## src/rtl/serial_subtractor_pkg.sv

```systemverilog
// rtl/serial_subtractor_pkg.sv - shared types and defaults for the bit-serial subtractor
package serial_sub_pkg;

  typedef enum logic [1:0] {
    IDLE  = 2'd0,
    SHIFT = 2'd1,
    DONE  = 2'd2
  } state_e;

  localparam int DEFAULT_WIDTH = 8;

endpackage

```

## src/rtl/serial_subtractor_if.sv

```systemverilog
// rtl/serial_subtractor_if.sv - start/done handshake and operand/result bundle
interface serial_subtractor_if
  import serial_sub_pkg::*;
#(
  parameter int WIDTH = DEFAULT_WIDTH
);

  logic             start;
  logic [WIDTH-1:0] a_in;
  logic [WIDTH-1:0] b_in;
  logic             busy;
  logic             done;
  logic [WIDTH-1:0] diff;
  logic             borrow_out;

  modport master (
    output start, a_in, b_in,
    input  busy, done, diff, borrow_out
  );

  modport slave (
    input  start, a_in, b_in,
    output busy, done, diff, borrow_out
  );

endinterface

```

## src/rtl/serial_subtractor_full_sub_cell.sv

```systemverilog
// rtl/serial_subtractor_full_sub_cell.sv - combinational full-subtract cell from two half-subtractors
module half_sub_cell (
  input  logic a,
  input  logic b,
  output logic d,
  output logic bout
);

  assign d    = a ^ b;
  assign bout = ~a & b;

endmodule

module full_sub_cell (
  input  logic a,
  input  logic b,
  input  logic bin,
  output logic d,
  output logic bout
);

  logic d1;
  logic b1;
  logic b2;

  half_sub_cell u_hs0 (
    .a    (a),
    .b    (b),
    .d    (d1),
    .bout (b1)
  );

  // Second stage subtracts the incoming borrow from the first difference.
  half_sub_cell u_hs1 (
    .a    (d1),
    .b    (bin),
    .d    (d),
    .bout (b2)
  );

  assign bout = b1 | b2;

endmodule

```

## src/rtl/serial_subtractor.sv

```systemverilog
// rtl/serial_subtractor.sv - bit-serial unsigned subtractor, LSB first, one bit per clock
module serial_subtractor
  import serial_sub_pkg::*;
#(
  parameter int WIDTH = DEFAULT_WIDTH
) (
  input  logic                 clk,
  input  logic                 rst_n,
  serial_subtractor_if.slave   bus
);

  localparam int CNT_W = $clog2(WIDTH);

  state_e             state_q, state_d;
  logic [WIDTH-1:0]   a_sr_q, a_sr_d;
  logic [WIDTH-1:0]   b_sr_q, b_sr_d;
  logic [WIDTH-1:0]   r_sr_q, r_sr_d;
  logic [CNT_W-1:0]   cnt_q, cnt_d;
  logic               br_q, br_d;
  logic [WIDTH-1:0]   diff_q, diff_d;
  logic               borrow_q, borrow_d;
  logic               busy_q, busy_d;
  logic               done_q, done_d;

  logic               cell_d;
  logic               cell_bout;
  logic [WIDTH-1:0]   r_shifted;

  full_sub_cell u_cell (
    .a    (a_sr_q[0]),
    .b    (b_sr_q[0]),
    .bin  (br_q),
    .d    (cell_d),
    .bout (cell_bout)
  );

  // New bit enters at the MSB so the LSB-first stream lands in place after WIDTH shifts.
  assign r_shifted = WIDTH'({cell_d, r_sr_q} >> 1);

  always_comb begin
    state_d  = state_q;
    a_sr_d   = a_sr_q;
    b_sr_d   = b_sr_q;
    r_sr_d   = r_sr_q;
    cnt_d    = cnt_q;
    br_d     = br_q;
    diff_d   = diff_q;
    borrow_d = borrow_q;

    case (state_q)
      IDLE: begin
        if (bus.start) begin
          state_d = SHIFT;
          a_sr_d  = bus.a_in;
          b_sr_d  = bus.b_in;
          r_sr_d  = '0;
          br_d    = 1'b0;
          cnt_d   = '0;
        end
      end
      SHIFT: begin
        a_sr_d = a_sr_q >> 1;
        b_sr_d = b_sr_q >> 1;
        r_sr_d = r_shifted;
        br_d   = cell_bout;
        if (cnt_q == CNT_W'(WIDTH - 1)) begin
          // Exit is taken before the counter could wrap.
          state_d  = DONE;
          cnt_d    = '0;
          diff_d   = r_shifted;
          borrow_d = cell_bout;
        end else begin
          cnt_d = cnt_q + CNT_W'(1);
        end
      end
      DONE: begin
        state_d = IDLE;
      end
      default: begin
        state_d = IDLE;
      end
    endcase

    busy_d = (state_d != IDLE);
    done_d = (state_d == DONE);
  end

  always_ff @(posedge clk or negedge rst_n) begin
    if (!rst_n) begin
      state_q  <= IDLE;
      a_sr_q   <= '0;
      b_sr_q   <= '0;
      r_sr_q   <= '0;
      cnt_q    <= '0;
      br_q     <= 1'b0;
      diff_q   <= '0;
      borrow_q <= 1'b0;
      busy_q   <= 1'b0;
      done_q   <= 1'b0;
    end else begin
      state_q  <= state_d;
      a_sr_q   <= a_sr_d;
      b_sr_q   <= b_sr_d;
      r_sr_q   <= r_sr_d;
      cnt_q    <= cnt_d;
      br_q     <= br_d;
      diff_q   <= diff_d;
      borrow_q <= borrow_d;
      busy_q   <= busy_d;
      done_q   <= done_d;
    end
  end

  assign bus.busy       = busy_q;
  assign bus.done       = done_q;
  assign bus.diff       = diff_q;
  assign bus.borrow_out = borrow_q;

endmodule
```

## src/flat_wrapper.sv

```systemverilog
// flat-port wrapper written by rule: the top's interface ports become plain ports
module serial_subtractor_flat import serial_sub_pkg::*;
#(
  parameter int WIDTH = DEFAULT_WIDTH
)
  (clk, rst_n, bus_start, bus_a_in, bus_b_in, bus_busy, bus_done, bus_diff, bus_borrow_out);
  serial_subtractor_if #(.WIDTH(WIDTH)) bus_i ();
  input  logic clk;
  input  logic rst_n;
  input wire logic [$bits(bus_i.start)-1:0] bus_start;
  input wire logic [$bits(bus_i.a_in)-1:0] bus_a_in;
  input wire logic [$bits(bus_i.b_in)-1:0] bus_b_in;
  output wire logic [$bits(bus_i.busy)-1:0] bus_busy;
  output wire logic [$bits(bus_i.done)-1:0] bus_done;
  output wire logic [$bits(bus_i.diff)-1:0] bus_diff;
  output wire logic [$bits(bus_i.borrow_out)-1:0] bus_borrow_out;
  assign bus_i.start = bus_start;
  assign bus_i.a_in = bus_a_in;
  assign bus_i.b_in = bus_b_in;
  assign bus_busy = bus_i.busy;
  assign bus_done = bus_i.done;
  assign bus_diff = bus_i.diff;
  assign bus_borrow_out = bus_i.borrow_out;
  serial_subtractor #(.WIDTH(WIDTH)) u_core (.clk(clk), .rst_n(rst_n), .bus(bus_i));
endmodule
```

## config.mk

```make
export PLATFORM = sky130hd
export DESIGN_NAME = serial_subtractor_flat
export DESIGN_NICKNAME = d
export VERILOG_FILES = /design/src/rtl/serial_subtractor_pkg.sv /design/src/rtl/serial_subtractor_if.sv /design/src/rtl/serial_subtractor_full_sub_cell.sv /design/src/rtl/serial_subtractor.sv /design/src/flat_wrapper.sv
export SDC_FILE = /design/constraint.sdc
export NUM_CORES = 1
export LEC_CHECK = 0
export BUFFER_PORTS_ARGS = -buffer_cell sky130_fd_sc_hd__buf_4
export CAP_MARGIN = 5
export CORE_AREA = 5 5 63 65
export CTS_CLUSTER_DIAMETER = 100
export DETAILED_ROUTE_END_ITERATION = 8
export DIE_AREA = 0 0 68 70
export PLACE_DENSITY = 0.77
export SLEW_MARGIN = 10
export SYNTH_ARGS = -nofsm -noshare
export SYNTH_HDL_FRONTEND = slang
export SYNTH_SLANG_ARGS = --single-unit
```

## constraint.sdc

```tcl
create_clock -name clk -period 2.07 [get_ports clk]
set_clock_uncertainty 0.2 [all_clocks]
set_input_delay 0.207 -clock clk [delete_from_list [all_inputs] [get_ports clk]]
set_output_delay 0.207 -clock clk [all_outputs]
set_load 0.1 [all_outputs]
```

# Yosys cells after proc, flatten, opt, wreduce, memory -nomap -nowiden
# Index checks and enable logic that the tools add are counted.
dict set report classes {
  n_reduce_logical 5
  add_sub_neg 1
  muxes 14
  n_eq_ne 4
  bitwise_logic 7
}
# operator n
set op_table {}
lappend op_table {{8-bit one-hot mux with 2 select lines} 3}
lappend op_table {{8-bit two-way mux} 3}
lappend op_table {{3-bit two-way mux} 2}
lappend op_table {{3-bit one-hot mux with 2 select lines} 1}
lappend op_table {{2-bit two-way mux} 2}
lappend op_table {{2-bit one-hot mux with 2 select lines} 1}
lappend op_table {{2-bit AND reduction} 2}
lappend op_table {{2-bit nonzero test} 2}
lappend op_table {{3-bit by 1-bit adder with 3-bit output, second input constant} 1}
lappend op_table {{3-bit == test, second input constant} 1}
lappend op_table {{1-bit bitwise AND} 2}
lappend op_table {{2-bit by 1-bit == test with 1-bit output, second input constant} 1}
lappend op_table {{2-bit == test, second input constant} 1}
lappend op_table {{2-bit logical NOT} 1}
lappend op_table {{2-bit inequality test, second input constant} 1}
lappend op_table {{1-bit NOT} 2}
lappend op_table {{1-bit one-hot mux with 2 select lines} 1}
lappend op_table {{1-bit bitwise XOR} 2}
lappend op_table {{1-bit two-way mux} 1}
lappend op_table {{1-bit OR} 1}
dict set report totals {
  ff_bits 41
  word_cells 41
  output_inout_bits 11
}

# Longest topological paths before layout
# Gate-level depths: netlist of the first run.
dict set report depth {
  word_depth 5
  depth_mapped 6
  mapped_depth_nobuf 5
}

# Hierarchy
# A second synthesis of the first run with hierarchy kept.
dict set report hier_totals {
  cells_unflattened 142
  area_unflattened_um2 1745.4
}
# mod cells_each area_each_um2 n_inst seq_area_each_um2
set by_module_without_submodules {}
lappend by_module_without_submodules {serial_subtractor 135 1699.1 1 1001.0}
lappend by_module_without_submodules {half_sub_cell 3 20.0 2 0.0}
lappend by_module_without_submodules {full_sub_cell 1 6.3 1 0.0}

# Worst setup path after synthesis of the first run
# OpenSTA, ideal clock, no wires.
dict set report synth_path {
  path_type {register to register}
  start {register u_core.cnt_q[0]}
  end {register u_core.diff_q[0], in the netlist u_core.bus.diff[0]}
  path_slack_ps 407
  synth_period_minus_slack_ps 1663
  path_stages_with_launch 6
  required_ps 1744
  setup_time_ps 126
  arrival_ps 1337
  n_path_buf 1
  path_cell_list {dfrtp_1 > ha_1 > ha_1 > nand3b_2 > buf_6 > mux2_2}
}
dict set report synth_via {
  elab_chain_cells 2
}
# item line_no
set synth_lines {}
lappend synth_lines {{from (decl)} serial_subtractor.sv:18} ;# logic [CNT_W-1:0] cnt_q, cnt_d;
lappend synth_lines {{from (signal assigned)} serial_subtractor.sv:105} ;# cnt_q <= cnt_d;
lappend synth_lines {{3-bit == test} serial_subtractor.sv:66} ;# if (cnt_q == CNT_W'(WIDTH - 1)) begin
lappend synth_lines {{2-bit AND reduction (no source line)} --}
lappend synth_lines {{to (signal assigned)} serial_subtractor.sv:107} ;# diff_q <= diff_d;
lappend synth_lines {{to (decl)} serial_subtractor.sv:20} ;# logic [WIDTH-1:0] diff_q, diff_d;
# Every way passes these cells.
# A chain may end at the register's enable or synchronous reset.

# Final worst setup path of the first run
dict set report layout_path {
  start {register u_core.cnt_q[0]}
  end {register u_core.diff_q[6], in the netlist u_core.bus.diff[6]}
}
# Same word-level chain as after synthesis.

==> run_results.csv, run 1 <==
group,metric,value,unit
floorplanning,start_util,0.540,
job,max-cap-violations,0,
logic_synthesis,synthFlopType,"dfrtp_1",
logic_synthesis,synth.distinct_cells,28,
sta,tightest_slew,0.802,ns
logic_synthesis,ys_ff_latch,40,
grt,grt_pass1_wl,6410,um
critical_path,cp-end-kind,"register",
critical_path,rr_worst_depth,4,
finish,postLayoutCoreUtil,0.677,
finish,finalNetCount,217,
worst_hold_path,hold_path_class,"in2reg",
sta,setup_viol,0,
clock_network,htree_levels,2,
finish,drive_gt1_frac,0.291,
critical_path,start_kind,"register",
sta,final-max-slew-violation-count,0,
clock_network,clkTransAtPathRegs,0.11,ns
floorplanning,die_width,68,um
clock_network,worstSkewPairLatency,0.34,ns
clock_network,clockBufferDepth,2,
floorplanning,coreArea,3280,um2
clock_network,postCtsResizedCells,0,
finish,diodes,0,
power,ir_worst_vdd,710,uV
clock_network,postCtsSetupBuffers,0,
finish,area.growth.synth_to_final,25.4,%
clock_network,root_buffer,"clkbuf_4",
clock_network,cts_inserted_buffers,5,
floorplanning,ioPinCount,30,
drt,vias,1320,
critical_path,r2r-start,"u_core.cnt_q[0]",
critical_path,slowest_stage,"dfrtp_1",
clock_network,cts.sinks,40,
sta,finalHoldViolCount,0,
drt,wl,3650,um
drt,postRouteAntennaNets,0,
floorplanning,chipHeight,70,um
critical_path,max_stage_delay,0.41,ns
logic_synthesis,ys_seq_area_frac,0.564,
sta,post-route-min-period,1.81,ns
worst_hold_path,min_path_cells,4,
logic_synthesis,yosys.area.top_type,"dfrtp_1",
placement,hpwl,2460,um
worst_hold_path,whs_endpoint,"u_core.a_sr_q[7]",
critical_path,crit_chain,"ha_1 > ha_1 > nand3b_2 > mux2_2",
grt,antenna_found_initial,0,
finish,fillCellCount,269,
sta,final.setup.tns,0,ns
logic_synthesis,ys_async_sr_fraction,1.00,
critical_path,worstPathMaxFanout,12,
finish,layout.area.seq,1000,um2
power,powerDensity,1640,nW/um2
critical_path,reg2reg_to,"u_core.bus.diff[6]",
finish,multiInputGateArea,664,um2
floorplanning,die_area,4760,um2
grt,grt_use_total,0.175,
sta,rsz0062_at_grt,"no",
placement,portBuffers,29,
critical_path,required,2.10,ns
sta,timing.fmax,554,MHz
logic_synthesis,syn_inst,151,
floorplanning,rows,21,
grt,grt-ovfl-total,0,
drt,drt-wirelength-per-cell,15.1,um
clock_network,cts_hold_buf,17,
logic_synthesis,syn_area_per_cell,11.7,um2
worst_hold_path,hold_start,"bus_start",
drt,drt_first_pass_iters,4,
finish,fin_area,2220,um2
drt,drt_iter0_markers,65,
power,leakage,0.00104,uW
placement,place_area,1980,um2
logic_synthesis,synth_nets,173,
logic_synthesis,synth_most_common_cell,"dfrtp_1",
drt,post-route-drc-count,0,
placement,pre_cts_ws,0.258,ns
outcome,status,"completed",
logic_synthesis,synth_area,1770,um2
sta,fin_ws,0.263,ns
grt,grt_max_degree,41,
logic_synthesis,yosys-top-cells-area,"dfrtp_1 (56%), nor3_1 (4.5%), nor3_2 (4.5%)",
critical_path,worstSetupPathType,"reg2reg",
grt,grt_pass1_vias,1392,
logic_synthesis,yosys_warnings,0,
critical_path,reg2reg_slack,0.26,ns
sta,slew_headroom,0.465,
critical_path,crit_top_cell,"ha_1",
drt,viasPerCell,5.45,
sta,timing.final.crit_share,0.873,
critical_path,worstPathArrival,1.84,ns
clock_network,cts_tree,"yes",
placement,gp_congestion,0.758,
logic_synthesis,synth-edff-count,0,
logic_synthesis,synth_common_cells,"dfrtp_1 (40), nor3_1 (16), nor2_1 (15), o22ai_1 (11), a22o_1 (9)",
logic_synthesis,yosys.area.top_type_share,0.564,
layer usage:
metal  share of wire  vias up  global-route usage
li1                -      627                   -
met1            0.40      649               0.220
met2            0.54       38               0.286
met3           0.051        6              0.0561
met4           0.012        0              0.0486
met5               0        -                   0
sequential cells by signal, summed over array words and instances (netlist names):
name,count
u_core.br_q,1
u_core.bus.borrow_out,1
u_core.a_sr_q,8
u_core.b_sr_q,8
u_core.state_q,2
u_core.bus.busy,1
u_core.bus.done,1
u_core.r_sr_q,7
u_core.bus.diff,8
u_core.cnt_q,3
placed cells by master, fill, tap and decap left out:
| cell | instances |
|---|---|
| nor2_1 | 15 |
| fa_1 | 1 |
| bufinv_16 | 1 |
| clkinv_2 | 1 |
| mux2_4 | 1 |
| a21oi_1 | 3 |
| and2b_1 | 1 |
| nor3_1 | 16 |
| o31ai_1 | 1 |
| o22ai_1 | 11 |
| ha_1 | 2 |
| o21bai_1 | 1 |
| o32ai_1 | 2 |
| nand3b_2 | 1 |
| nor2b_1 | 1 |
| o21ai_0 | 1 |
| buf_4 | 31 |
| a22o_1 | 9 |
| o22ai_2 | 2 |
| nand2b_1 | 2 |
| clkbuf_4 | 5 |
| nand2_1 | 6 |
| inv_1 | 6 |
| clkbuf_1 | 1 |
| or2_1 | 1 |
| dfrtp_1 | 40 |
| a32oi_1 | 2 |
| nor3_2 | 8 |
| mux2_2 | 7 |
| dlygate4sd3_1 | 17 |
stage by stage:
step	hold slack [ns]	instances	total power, uW
floorplan	-0.289	151	2780
finish	0.0680	242	3640
CTS	0.0651	242	3680
global route	0.0909	242	3880
global placement	0.00359	217	3060
detailed placement	0.00538	217	3150
report_power, final:
part           switching, uW  total [uW]  internal [uW]
Sequential               246        1370           1120
Combinational           1170        1770            606
Clock                    243         497            253
how the worst max path moves through the flow:
stage | startpoint | to | slack, ns | cells past startpoint
floorplan | u_core.cnt_q[0] | u_core.bus.diff[0] | 0.41 | 5
global placement | u_core.cnt_q[0] | u_core.bus.diff[7] | 0.33 | 4
detailed placement | u_core.cnt_q[0] | u_core.bus.diff[6] | 0.26 | 4
CTS | u_core.cnt_q[0] | u_core.bus.diff[6] | 0.24 | 4
global route | u_core.state_q[0] | u_core.br_q | 0.13 | 3
finish | u_core.cnt_q[0] | u_core.bus.diff[6] | 0.26 | 4
area by class of cell:
type,instances,area share
clock buffers,6,0.0186
clock inverters,2,0.0157
inverters,6,0.0101
multi-input cells,94,0.299
flip-flops and latches,40,0.450
well taps,46,0.0259
repair buffers,48,0.181
cells by family after synthesis:
group,Yosys count,share of synthesized area
buffers and inverters,17,0.0613
adder cells (fa/ha/maj),3,0.0254
AO/OA/AOI/OAI,32,0.137
multiplexers,8,0.0529
flip-flops,40,0.564
AND/OR/NAND/NOR,51,0.159
worst max-delay path: cells and delay by family (launching register included):
kind	cells	cell delay, ns
flip-flops	1	0.41
adder cells (fa/ha/maj)	2	0.43
multiplexers	1	0.38
AND/OR/NAND/NOR	1	0.28
(Power assumes the default switching activity.)
==> run 2: changes to the inputs <==
--- a/config.mk
+++ b/config.mk
@@ -7,11 +7,13 @@
 export LEC_CHECK = 0
 export BUFFER_PORTS_ARGS = -buffer_cell sky130_fd_sc_hd__buf_4
 export CAP_MARGIN = 5
-export CORE_AREA = 5 5 63 65
+export CORE_AREA = 5 5 72 58
+export CTS_BUF_LIST = sky130_fd_sc_hd__clkbuf_8
 export CTS_CLUSTER_DIAMETER = 100
+export CTS_CLUSTER_SIZE = 10
 export DETAILED_ROUTE_END_ITERATION = 8
-export DIE_AREA = 0 0 68 70
-export PLACE_DENSITY = 0.77
+export DIE_AREA = 0 0 77 63
+export PLACE_DENSITY = 0.76
 export SLEW_MARGIN = 10
 export SYNTH_ARGS = -nofsm -noshare
 export SYNTH_HDL_FRONTEND = slang
==> run_results.csv, run 2 (synthesized netlist as in run 1, its figures left out) <==
group,metric,value,unit
outcome,status,"completed",
placement,hpwl,2390,um
clock_network,postCtsSetupBuffers,0,
grt,grt_pass1_vias,1393,
floorplanning,ioPinCount,30,
critical_path,worstSetupPathType,"reg2reg",
clock_network,root_buffer,"clkbuf_8",
power,leakage,0.00104,uW
grt,use_met1,0.214,
sta,setup_viol,0,
finish,fillCellCount,253,
grt,grt_use_met3,0.0461,
floorplanning,chipHeight,63,um
sta,slew_headroom,0.636,
placement,gp_congestion,0.722,
floorplanning,die_width,77,um
grt,met2_usage,0.235,
power,ir_worst_vdd,971,uV
finish,stdcell_count,235,
finish,layout_common_cells,"dfrtp_1 (40), buf_4 (33), nor3_1 (16), nor2_1 (15), dlygate4sd3_1 (12)",
sta,timing.fmax,565,MHz
finish,postLayoutCoreUtil,0.638,
clock_network,htree_levels,2,
finish,multiInputGateArea,664,um2
clock_network,cts_inserted_buffers,5,
finish,area.growth.synth_to_final,23.9,%
critical_path,start_kind,"register",
drt,drt-wirelength-per-cell,15.5,um
finish,layout.area.seq,1000,um2
sta,timing.final.crit_share,0.855,
placement,portBuffers,29,
critical_path,required,2.05,ns
job,max-cap-violations,0,
critical_path,worstPathMaxFanout,12,
clock_network,cts_tree,"yes",
drt,drt_iter0_markers,102,
floorplanning,die_area,4850,um2
floorplanning,coreArea,3450,um2
sta,rsz0062_at_grt,"no",
drt,post-route-drc-count,0,
power,powerDensity,1680,nW/um2
clock_network,cts.sinks,40,
grt,grt_use_total,0.163,
drt,viasPerCell,5.59,
sta,final-max-slew-violation-count,0,
grt,antenna_found_initial,0,
clock_network,worstSkewPairLatency,0.29,ns
placement,dpl.cell_count,215,
grt,grt-ovfl-total,0,
finish,finalNetCount,214,
clock_network,clockBufferDepth,2,
finish,diodes,0,
drt,drt_first_pass_iters,4,
drt,wl,3650,um
grt,grt_pass1_wl,6310,um
clock_network,clkTransAtPathRegs,0.07,ns
grt,grt_max_degree,41,
grt,grt.busiest_layer,"met2",
worst_hold_path,hold_path_class,"in2reg",
sta,tightest_slew,0.546,ns
finish,final_common_cell,"dfrtp_1",
sta,post-route-min-period,1.77,ns
floorplanning,rows,19,
finish,drive_gt1_frac,0.301,
sta,finalHoldViolCount,0,
critical_path,cp-end-kind,"register",
drt,vias,1313,
critical_path,worstPathArrival,1.75,ns
drt,postRouteAntennaNets,0,
floorplanning,start_util,0.515,
sta,final.setup.tns,0,ns
-- run 2: changes by cell type in the layout (fill, tap and decap cells not counted) --
cell           previous run  this run
buf_4                    31        33
clkinv_2                  1         0
clkbuf_1                  1         0
bufinv_16                 1         0
inv_1                     6         8
dlygate4sd3_1            17        12
clkbuf_8                  0         6
clkbuf_4                  5         0
-- run 2: final cells by class --
class,instances,area share
clock buffers,6,0.0376
clock inverters,2,0.00341
inverters,6,0.0102
repair buffers,45,0.167
multi-input cells,94,0.302
well taps,42,0.0239
flip-flops and latches,40,0.455
-- run 2: critical path, cell delays in order (launching register included) --
cell	delay (ns)
dfrtp_1	0.39
ha_1	0.20
ha_1	0.22
nand3b_2	0.26
mux2_2	0.38
-- run 2: per-stage QoR --
| stage | power, uW | hold slack (ns) | area, um2 | setup slack [ns] |
|---|---|---|---|---|
| 2_1_floorplan | 2780 | -0.289 | 1770 | 0.407 |
| 3_3_place_gp | 3070 | -0.00228 | 1990 | 0.355 |
| 3_5_place_dp | 3160 | 0.00933 | 1990 | 0.293 |
| 4_1_cts | 3710 | 0.0000551 | 2200 | 0.291 |
| 5_1_grt | 3900 | 0.0398 | 2200 | 0.234 |
| 6_report | 3700 | 0.00127 | 2200 | 0.300 |
-- run 2: what timing repair did --
item                                   in CTS  in global routing
resized for setup                           0                  0
endpoints found under the hold margin      51                  0
hold buffers                               12                  0
-- run 2: path summary, 6_finish.rpt --
path,startpoint,end,slack [ns],cells past startpoint
setup / recovery,u_core.cnt_q[0],u_core.bus.diff[5],0.30,4
hold / removal,bus_a_in[5],u_core.a_sr_q[5],0.001,3
setup reg to reg,u_core.cnt_q[0],u_core.bus.diff[5],0.30,4
hold reg to reg,u_core.bus.borrow_out,u_core.bus.borrow_out,0.29,2
max in group asynchronous,rst_n,u_core.b_sr_q[6],1.11,2
min in group asynchronous,rst_n,u_core.bus.diff[3],0.21,2
-- run 2: where the power goes --
part / leakage (uW) / switching, uW / internal (uW) / total, uW
logic: 0.000490 / 1160 / 623 / 1780
clock network: 0.0000538 / 263 / 262 / 525
registers: 0.000493 / 262 / 1130 / 1390
-- run 2: metal layers --
layer,share of wire,vias up
li1,-,626
met1,0.44,645
met2,0.47,33
met3,0.057,9
met4,0.031,0
met5,0,-
